--- src/rtl/uart_pkg.sv ---
// Shared UART definitions: FSM encodings, parity modes, default frame
// parameters and the parity helper used by both the transmitter and receiver.
package uart_pkg;

    localparam logic [2:0] ST_IDLE   = 3'd0;
    localparam logic [2:0] ST_START  = 3'd1;
    localparam logic [2:0] ST_DATA   = 3'd2;
    localparam logic [2:0] ST_PARITY = 3'd3;
    localparam logic [2:0] ST_STOP   = 3'd4;

    localparam int PAR_EVEN = 0;
    localparam int PAR_ODD  = 1;

    localparam int DEFAULT_CLKS_PER_BIT = 16;
    localparam int DEFAULT_DATA_BITS    = 8;

    // Unused upper bits of data must be zero so they do not disturb the XOR.
    function automatic logic calc_parity(input logic [7:0] data, input logic odd);
        return (^data) ^ odd;
    endfunction

endpackage

--- src/rtl/uart_baud_tick.sv ---
// Per-bit cycle counter: bit_end pulses on the last cycle of every bit period.
// Cleared by the owning FSM so a frame always starts on a fresh bit boundary.
module uart_baud_tick
    import uart_pkg::*;
#(
    parameter int CLKS_PER_BIT = DEFAULT_CLKS_PER_BIT
) (
    input  logic clk,
    input  logic reset,
    input  logic clear,
    output logic bit_end
);

    localparam int CW = (CLKS_PER_BIT > 1) ? $clog2(CLKS_PER_BIT) : 1;
    localparam logic [CW-1:0] LAST_CNT = CW'(CLKS_PER_BIT - 1);

    logic [CW-1:0] baud_cnt_r;

    // Count 0..CLKS_PER_BIT-1, restarting at each boundary or on clear.
    always_ff @(posedge clk or negedge reset) begin
        if (!reset) begin
            baud_cnt_r <= '0;
        end else if (clear || (baud_cnt_r == LAST_CNT)) begin
            baud_cnt_r <= '0;
        end else begin
            baud_cnt_r <= baud_cnt_r + CW'(1);
        end
    end

    assign bit_end = (baud_cnt_r == LAST_CNT);

endmodule

--- src/rtl/uart_tx.sv ---
// UART transmitter: start bit, LSB-first data, optional parity, one stop bit.
// All outputs come straight from flops so the serial line never glitches.
module uart_tx
    import uart_pkg::*;
#(
    parameter int CLKS_PER_BIT = DEFAULT_CLKS_PER_BIT,
    parameter int DATA_BITS    = DEFAULT_DATA_BITS,
    parameter int PARITY_EN    = 1,
    parameter int PARITY_ODD   = PAR_EVEN
) (
    input  logic                 clk,
    input  logic                 reset,
    input  logic                 tx_start,
    input  logic [DATA_BITS-1:0] tx_data,
    output logic                 tx_busy,
    output logic                 tx_done,
    output logic                 tx_serial
);

    localparam int BCW = $clog2(DATA_BITS) + 1;
    localparam logic [BCW-1:0] LAST_BIT = BCW'(DATA_BITS - 1);
    localparam logic ODD_SEL = (PARITY_ODD == PAR_ODD);
    localparam logic HAS_PARITY = (PARITY_EN != 0);

    logic [2:0]           state_r;
    logic [DATA_BITS-1:0] shift_r;
    logic [BCW-1:0]       bit_cnt_r;
    logic                 parity_r;
    logic                 tx_serial_r;
    logic                 tx_busy_r;
    logic                 tx_done_r;
    logic                 accept_s;
    logic                 bit_end_s;
    logic [7:0]           data_ext_s;

    // Zero-extend the data word for the parity helper.
    always_comb begin
        data_ext_s = 8'h00;
        data_ext_s[DATA_BITS-1:0] = tx_data;
    end

    assign accept_s = (state_r == ST_IDLE) && tx_start;

    uart_baud_tick #(
        .CLKS_PER_BIT(CLKS_PER_BIT)
    ) u_baud_tick (
        .clk    (clk),
        .reset  (reset),
        .clear  (accept_s),
        .bit_end(bit_end_s)
    );

    // Frame FSM; each branch also loads the line value for the next bit period.
    always_ff @(posedge clk or negedge reset) begin
        if (!reset) begin
            state_r     <= ST_IDLE;
            shift_r     <= '0;
            bit_cnt_r   <= '0;
            parity_r    <= 1'b0;
            tx_serial_r <= 1'b1;
            tx_busy_r   <= 1'b0;
            tx_done_r   <= 1'b0;
        end else begin
            tx_done_r <= 1'b0;
            case (state_r)
                ST_IDLE: begin
                    tx_serial_r <= 1'b1;
                    tx_busy_r   <= 1'b0;
                    if (tx_start) begin
                        state_r     <= ST_START;
                        shift_r     <= tx_data;
                        parity_r    <= calc_parity(data_ext_s, ODD_SEL);
                        bit_cnt_r   <= '0;
                        tx_serial_r <= 1'b0;
                        tx_busy_r   <= 1'b1;
                    end
                end
                ST_START: begin
                    if (bit_end_s) begin
                        state_r     <= ST_DATA;
                        tx_serial_r <= shift_r[0];
                    end
                end
                ST_DATA: begin
                    if (bit_end_s) begin
                        if (bit_cnt_r == LAST_BIT) begin
                            state_r     <= HAS_PARITY ? ST_PARITY : ST_STOP;
                            tx_serial_r <= HAS_PARITY ? parity_r : 1'b1;
                        end else begin
                            shift_r     <= {1'b0, shift_r[DATA_BITS-1:1]};
                            bit_cnt_r   <= bit_cnt_r + BCW'(1);
                            tx_serial_r <= shift_r[1];
                        end
                    end
                end
                ST_PARITY: begin
                    if (bit_end_s) begin
                        state_r     <= ST_STOP;
                        tx_serial_r <= 1'b1;
                    end
                end
                ST_STOP: begin
                    if (bit_end_s) begin
                        state_r     <= ST_IDLE;
                        tx_serial_r <= 1'b1;
                        tx_busy_r   <= 1'b0;
                        tx_done_r   <= 1'b1;
                    end
                end
                default: begin
                    state_r     <= ST_IDLE;
                    tx_serial_r <= 1'b1;
                    tx_busy_r   <= 1'b0;
                end
            endcase
        end
    end

    assign tx_serial = tx_serial_r;
    assign tx_busy   = tx_busy_r;
    assign tx_done   = tx_done_r;

endmodule

--- config.mk ---
export PLATFORM = sky130hd
export DESIGN_NAME = uart_tx
export DESIGN_NICKNAME = d
export VERILOG_FILES = /design/src/rtl/uart_pkg.sv /design/src/rtl/uart_baud_tick.sv /design/src/rtl/uart_tx.sv
export SDC_FILE = /design/constraint.sdc
export NUM_CORES = 1
export LEC_CHECK = 0
export CAP_MARGIN = 20
export CORE_ASPECT_RATIO = 0.6
export CORE_MARGIN = 2
export CORE_UTILIZATION = 49
export CTS_CLUSTER_DIAMETER = 200
export DETAILED_ROUTE_END_ITERATION = 10
export PLACE_DENSITY = 0.73
export SETUP_SLACK_MARGIN = 0.2
export SYNTH_ARGS = -nofsm -noshare
export SYNTH_HDL_FRONTEND = slang
export SYNTH_HIERARCHICAL = 1
export SYNTH_SLANG_ARGS = --single-unit
--- constraint.sdc ---
create_clock -name clk -period 1.6 [get_ports clk]
set_clock_uncertainty 0.2 [all_clocks]
set_input_delay 0.24 -clock clk [delete_from_list [all_inputs] [get_ports clk]]
set_output_delay 0.24 -clock clk [all_outputs]
set_load 0.005 [all_outputs]
# Word-level counts from Yosys, hierarchy flattened
# Cells that the tools add are included.
# totals
register_bits	23
input_bits	11
out_inout_bits	3
word_cells	64
# op_classes
add_sub_neg	2
n_eq_ne	14
n_mux	27
n_bitwise	1
n_reduce_logical	12
# ops
op	n
$mux W8	3
$mux W3	6
$mux W4	4
$pmux W8 S2	1
$pmux W3 S5	1
$ne A2 B2 Y1 const B	7
$mux W1	9
$add A4 B1 Y4 const B	2
$pmux W4 S2	1
$reduce_xor A8 Y1	1
$eq A3 B2 Y1 const B	2
$reduce_and A6 Y1	1
$eq A4 B3 Y1 const B	1
$eq A4 B4 Y1 const B	1
$pmux W1 S4	1
$reduce_and A2 Y1	2
$reduce_and A4 Y1	1
$eq A3 B1 Y1 const B	1
$eq A3 B3 Y1 const B	1
$logic_not A3 Y1	1
$pmux W1 S3	1
$reduce_and A3 Y1	1
$reduce_or A3 Y1	1
$ne A2 B1 Y1 const B	1
other kinds (5)	5

# Longest topological paths before layout
# logic_depth
depth_word	4
depth_mapped	7
ltp_nobuf	6

# By module
# The synthesis kept the hierarchy.
# by_module_without_submodules
mod	n_inst	cells_each	area_each_um2	seq_area_each_um2
uart_tx	1	107	1123.6	476.7
uart_baud_tick	1	13	171.4	100.1

# Least setup slack after synthesis
# No wires, ideal clock.
# synth_timing
path_type	flip-flop to flip-flop
startpoint	reg u_baud_tick.baud_cnt_r[0]
endpoint	reg bit_cnt_r[0]
setup_ns	0.121
arrival_ns	1.448
required_ns	1.279
slack_ns	-0.169
stages_incl_launch_ff	6
n_path_buf	0
period_less_slack_ns	1.769
cell_sequence	dfrtp_1 -> ha_1 -> and3_4 -> nand2_2 -> a211o_1 -> a22o_1
# synth_between
elab_chain_cells	3
# synth_rtl
item	line	rtl
start, declared	uart_baud_tick.sv:17	logic [CW-1:0] baud_cnt_r;
start signal, assigned	uart_baud_tick.sv:26	baud_cnt_r <= baud_cnt_r + CW'(1);
$eq A4 B4 Y1	uart_baud_tick.sv:30	assign bit_end = (baud_cnt_r == LAST_CNT);
via bit_end_s	uart_tx.sv:33	logic bit_end_s;
$ne A2 B2 Y1 (no line)	--	
$reduce_and A4 Y1 (no line)	--	
end signal, assigned	uart_tx.sv:91	bit_cnt_r <= bit_cnt_r + BCW'(1);
end, declared	uart_tx.sv:27	logic [BCW-1:0] bit_cnt_r;
# The timed path passes the listed nets, and every way through them passes these cells.
# A chain may end at the register's enable or synchronous reset.

# Final worst setup path
# layout_timing
startpoint	reg u_baud_tick.baud_cnt_r[1]
endpoint	reg tx_serial_r, in the netlist tx_serial
# layout_between
elab_chain_cells	3
word_cells_on_any_way	5
classes_between	4 x eq/ne; 1 x reduce/logical
# layout_rtl
item	line	rtl
$eq A4 B4 Y1 (*)	uart_baud_tick.sv:30	
via bit_end_s	uart_tx.sv:33	
$ne A2 B1 Y1 (no line) / $ne A2 B2 Y1 (equally long branches)	--	
$reduce_and A3 Y1 (no line) (*)	--	
end signal, assigned	uart_tx.sv:81	tx_serial_r <= shift_r[0];
end signal, assigned	uart_tx.sv:88	tx_serial_r <= HAS_PARITY ? parity_r : 1'b1;
end signal, assigned	uart_tx.sv:92	tx_serial_r <= shift_r[1];
end, declared	uart_tx.sv:29	logic tx_serial_r;
# Mark *: on every way through the listed nets, which the timed path passes. The rest lies on a longest branch.

==> out/results.ini <==
[run_status]
status=finished, violations left
violations=negative setup slack

[worst_setup_path]
path_class=flip-flop to flip-flop
r2r_cells=6
crit_start=u_baud_tick/baud_cnt_r[1]
cp-start-kind=flip-flop
end_kind=flip-flop
rr_startpoint=u_baud_tick/baud_cnt_r[1]
cp.arrival_ns=1.80
required_ns=1.57
r2r-end=tx_serial
regToRegSetupSlack_ns=-0.23
cp_max_fo=3
worstSetupEndpoint=tx_serial

[route]
dr.first_iter.drc_count=60
first_pass_iters=4
wl_met1_um=1530
wl_met2_um=1690
via_per_inst=5.81
dr.max_layer_used=met4
wl_um=3450
vias=1127
drc=0
wl_met3_um=129
drtAntennaViolNets=0
wl_per_cell_um=17.8

[synthesis]
synth_area_leaders=dfrtp_1 43%, mux2i_1 7.0%, xnor2_1 5.4%, a31oi_1 3.9%, a22o_1 2.7%
synth-seq-cells=23
synth-edff-count=0
syn-cell-area_sq_um=1290
syn_nets=133
synth_top_family_by_area=compound AO/OA/AOI/OAI gates
synth_area_leader_cell=dfrtp_1
avgSynthCellArea_sq_um=10.8
synthArstFlopShare_pct=100
ys_seq_area_share_pct=44.5
synthTopCellsByCount=22 x dfrtp_1, 9 x mux2i_1, 8 x a31oi_1, 8 x xnor2_1, 7 x nor2_1
synth_compound_area_share_pct=19.1
yosys_warnings=6
synthCells=120
synth_cell_types=42
yosysMostFrequentCell=dfrtp_1
ys.flop_type=dfrtp_1
netlist.area_leader.share_pct=42.5
synth-adder-area-share_pct=1.93
yosys.area_share.xor_xnor_pct=6.09
synthMuxAreaShare_pct=6.96
synth_simple_gate_area_share_pct=16.8

[worst_hold_path]
hold_class=input port to asynchronous set/reset pin

[grt]
grt-ovfl-total=0
antenna_found_initial=0
grtUsageTotal_pct=22.9
first_global_vias=1125
grt_pass1_wl_um=5220
grt_max_degree=24

[cells_and_area]
fin_cells=194
finish.utilization_pct=72.2
drive_above_1_share_pct=39.5
diodes=0
syn_to_final_growth_pct=39.6
fillCellCount=180
fin_nets=176

[cts]
cts_num_sinks=23
clkTransAtPathRegs_ns=0.08
cts_root_buffer=clkbuf_8
cts_tree=built
cts.hold.buffers_added=0
numCtsBuffers=3
ctsLongestPathBuffers=2
cts_htree_levels=1
insertion_delay_ns=0.27

[timing]
maxSlewHeadroom_pct=65.3
hold_viol_final=0
final-setup-viol-count=16
finalWorstSetupSlack_ns=-0.229
worst_slew_pin_slew_ns=0.521
min_period_over_period_pct=114
rsz0062_at_grt=true
fmax_mhz=547
period_minus_slack_ns=1.83
slew_violations=0

[die]
core_area_sq_um=2500
start_util_pct=51.7
row_count=14
ios=14
fp.dieH_um=43.8
dieArea_sq_um=3080
die_width_um=70.4

[placed_design]
place_inst=182
routabilityCongestion=0.872
portBuffers=13
place_hpwl_um=2260

[power_and_ir_drop]
ir_drop_uv=995
p_per_area_nw_per_um2=1600
leakage_nw=0.810

[flow_run]
maxCapViolCount=0

-- worst min-delay path by stage --
stage	from	endpoint	cells past startpoint
2_1_floorplan	reset	bit_cnt_r[0]	0
3_3_place_gp	u_baud_tick/baud_cnt_r[3]	u_baud_tick/baud_cnt_r[3]	1
3_5_place_dp	shift_r[7]	shift_r[7]	1
4_1_cts	reset	tx_busy	2
5_1_grt	reset	tx_busy	2
6_report	reset	tx_busy	2
-- critical path: stages (launching register included) --
cell      delay, ns
dfrtp_1        0.36
ha_2           0.19
and3_4         0.24
buf_12         0.12
nor2_4         0.03
or4b_4         0.50
o311ai_4       0.09
-- state kept, by name, summed over array words and instances (netlist names) --
signal,cells
parity_r,1
bit_cnt_r,4
tx_serial,1
u_baud_tick/baud_cnt_r,4
shift_r,8
tx_done,1
tx_busy,1
state_r,3
-- repair_timing --
item / 4_1_cts / 5_1_grt
resized for setup: 11 / 16
pin swaps: 3 / 6
buffers inserted: 3 / 5
setup endpoints to repair: 25 / 25
-- layout by cell type (no fill, tap or decap), drive strengths merged, types with 2 or more instances in the layout --
cell            n
buf            32
dlygate4sd2     2
nand3           2
o21ai           9
a21oi           9
xnor2           8
nor2            8
nand2           6
ha              2
clkdlybuf4s50  10
and3            2
nor3            5
a31oi           8
inv             2
clkbuf          4
nand3b          2
dfrtp          22
mux2i           9
nand2b          2
a22o            4
-- logic make-up (layout without fill, tap and decap cells) --
family | Yosys count | count (layout)
AOI/OAI and AO/OA | 36 | 36
xor gates and xnor gates | 9 | 9
adders and majority gates | 2 | 2
buffers and inverters | 8 | 50
DFF | 23 | 23
muxes | 9 | 9
and+or+nand+nor | 33 | 33
-- where the power goes --
part / leakage (nW) / total (mW) / internal, mW / switching (mW)
logic: 0.512 / 1.49 / 0.795 / 0.695
registers: 0.275 / 1.04 / 0.829 / 0.208
clock network: 0.0228 / 0.363 / 0.178 / 0.185
-- metal layers --
layer / GRT usage (%) / up-vias
li1: - / 528
met1: 27.8 / 560
met2: 40.0 / 29
met3: 5.81 / 10
met4: 8.85 / 0
met5: 0 / -
-- stage by stage --
stage	power (mW)	setup slack [ns]	hold WS, ns	TNS (ns)	area, sq um
3_3_place_gp	2.18	-0.131	0.283	-1.23	1620
3_5_place_dp	2.27	-0.187	0.288	-2.14	1620
4_1_cts	2.69	-0.194	0.123	-1.93	1690
6_report	2.89	-0.229	0.116	-2.54	1810
2_1_floorplan	1.77	-0.0964	-0.256	-0.667	1310
5_1_grt	3.05	-0.287	0.151	-3.50	1810
-- layout make-up --
| cell class | count | area (sq um) | share of cell area (%) |
|---|---|---|---|
| multi-input cells | 89 | 753 | 41.7 |
| flip-flops and latches | 23 | 578 | 32.0 |
| repair buffers | 44 | 384 | 21.2 |
| clock buffers | 4 | 45.0 | 2.49 |
| well taps | 32 | 40.0 | 2.21 |
| inverters | 2 | 7.51 | 0.415 |
(Power assumes the default switching activity.)
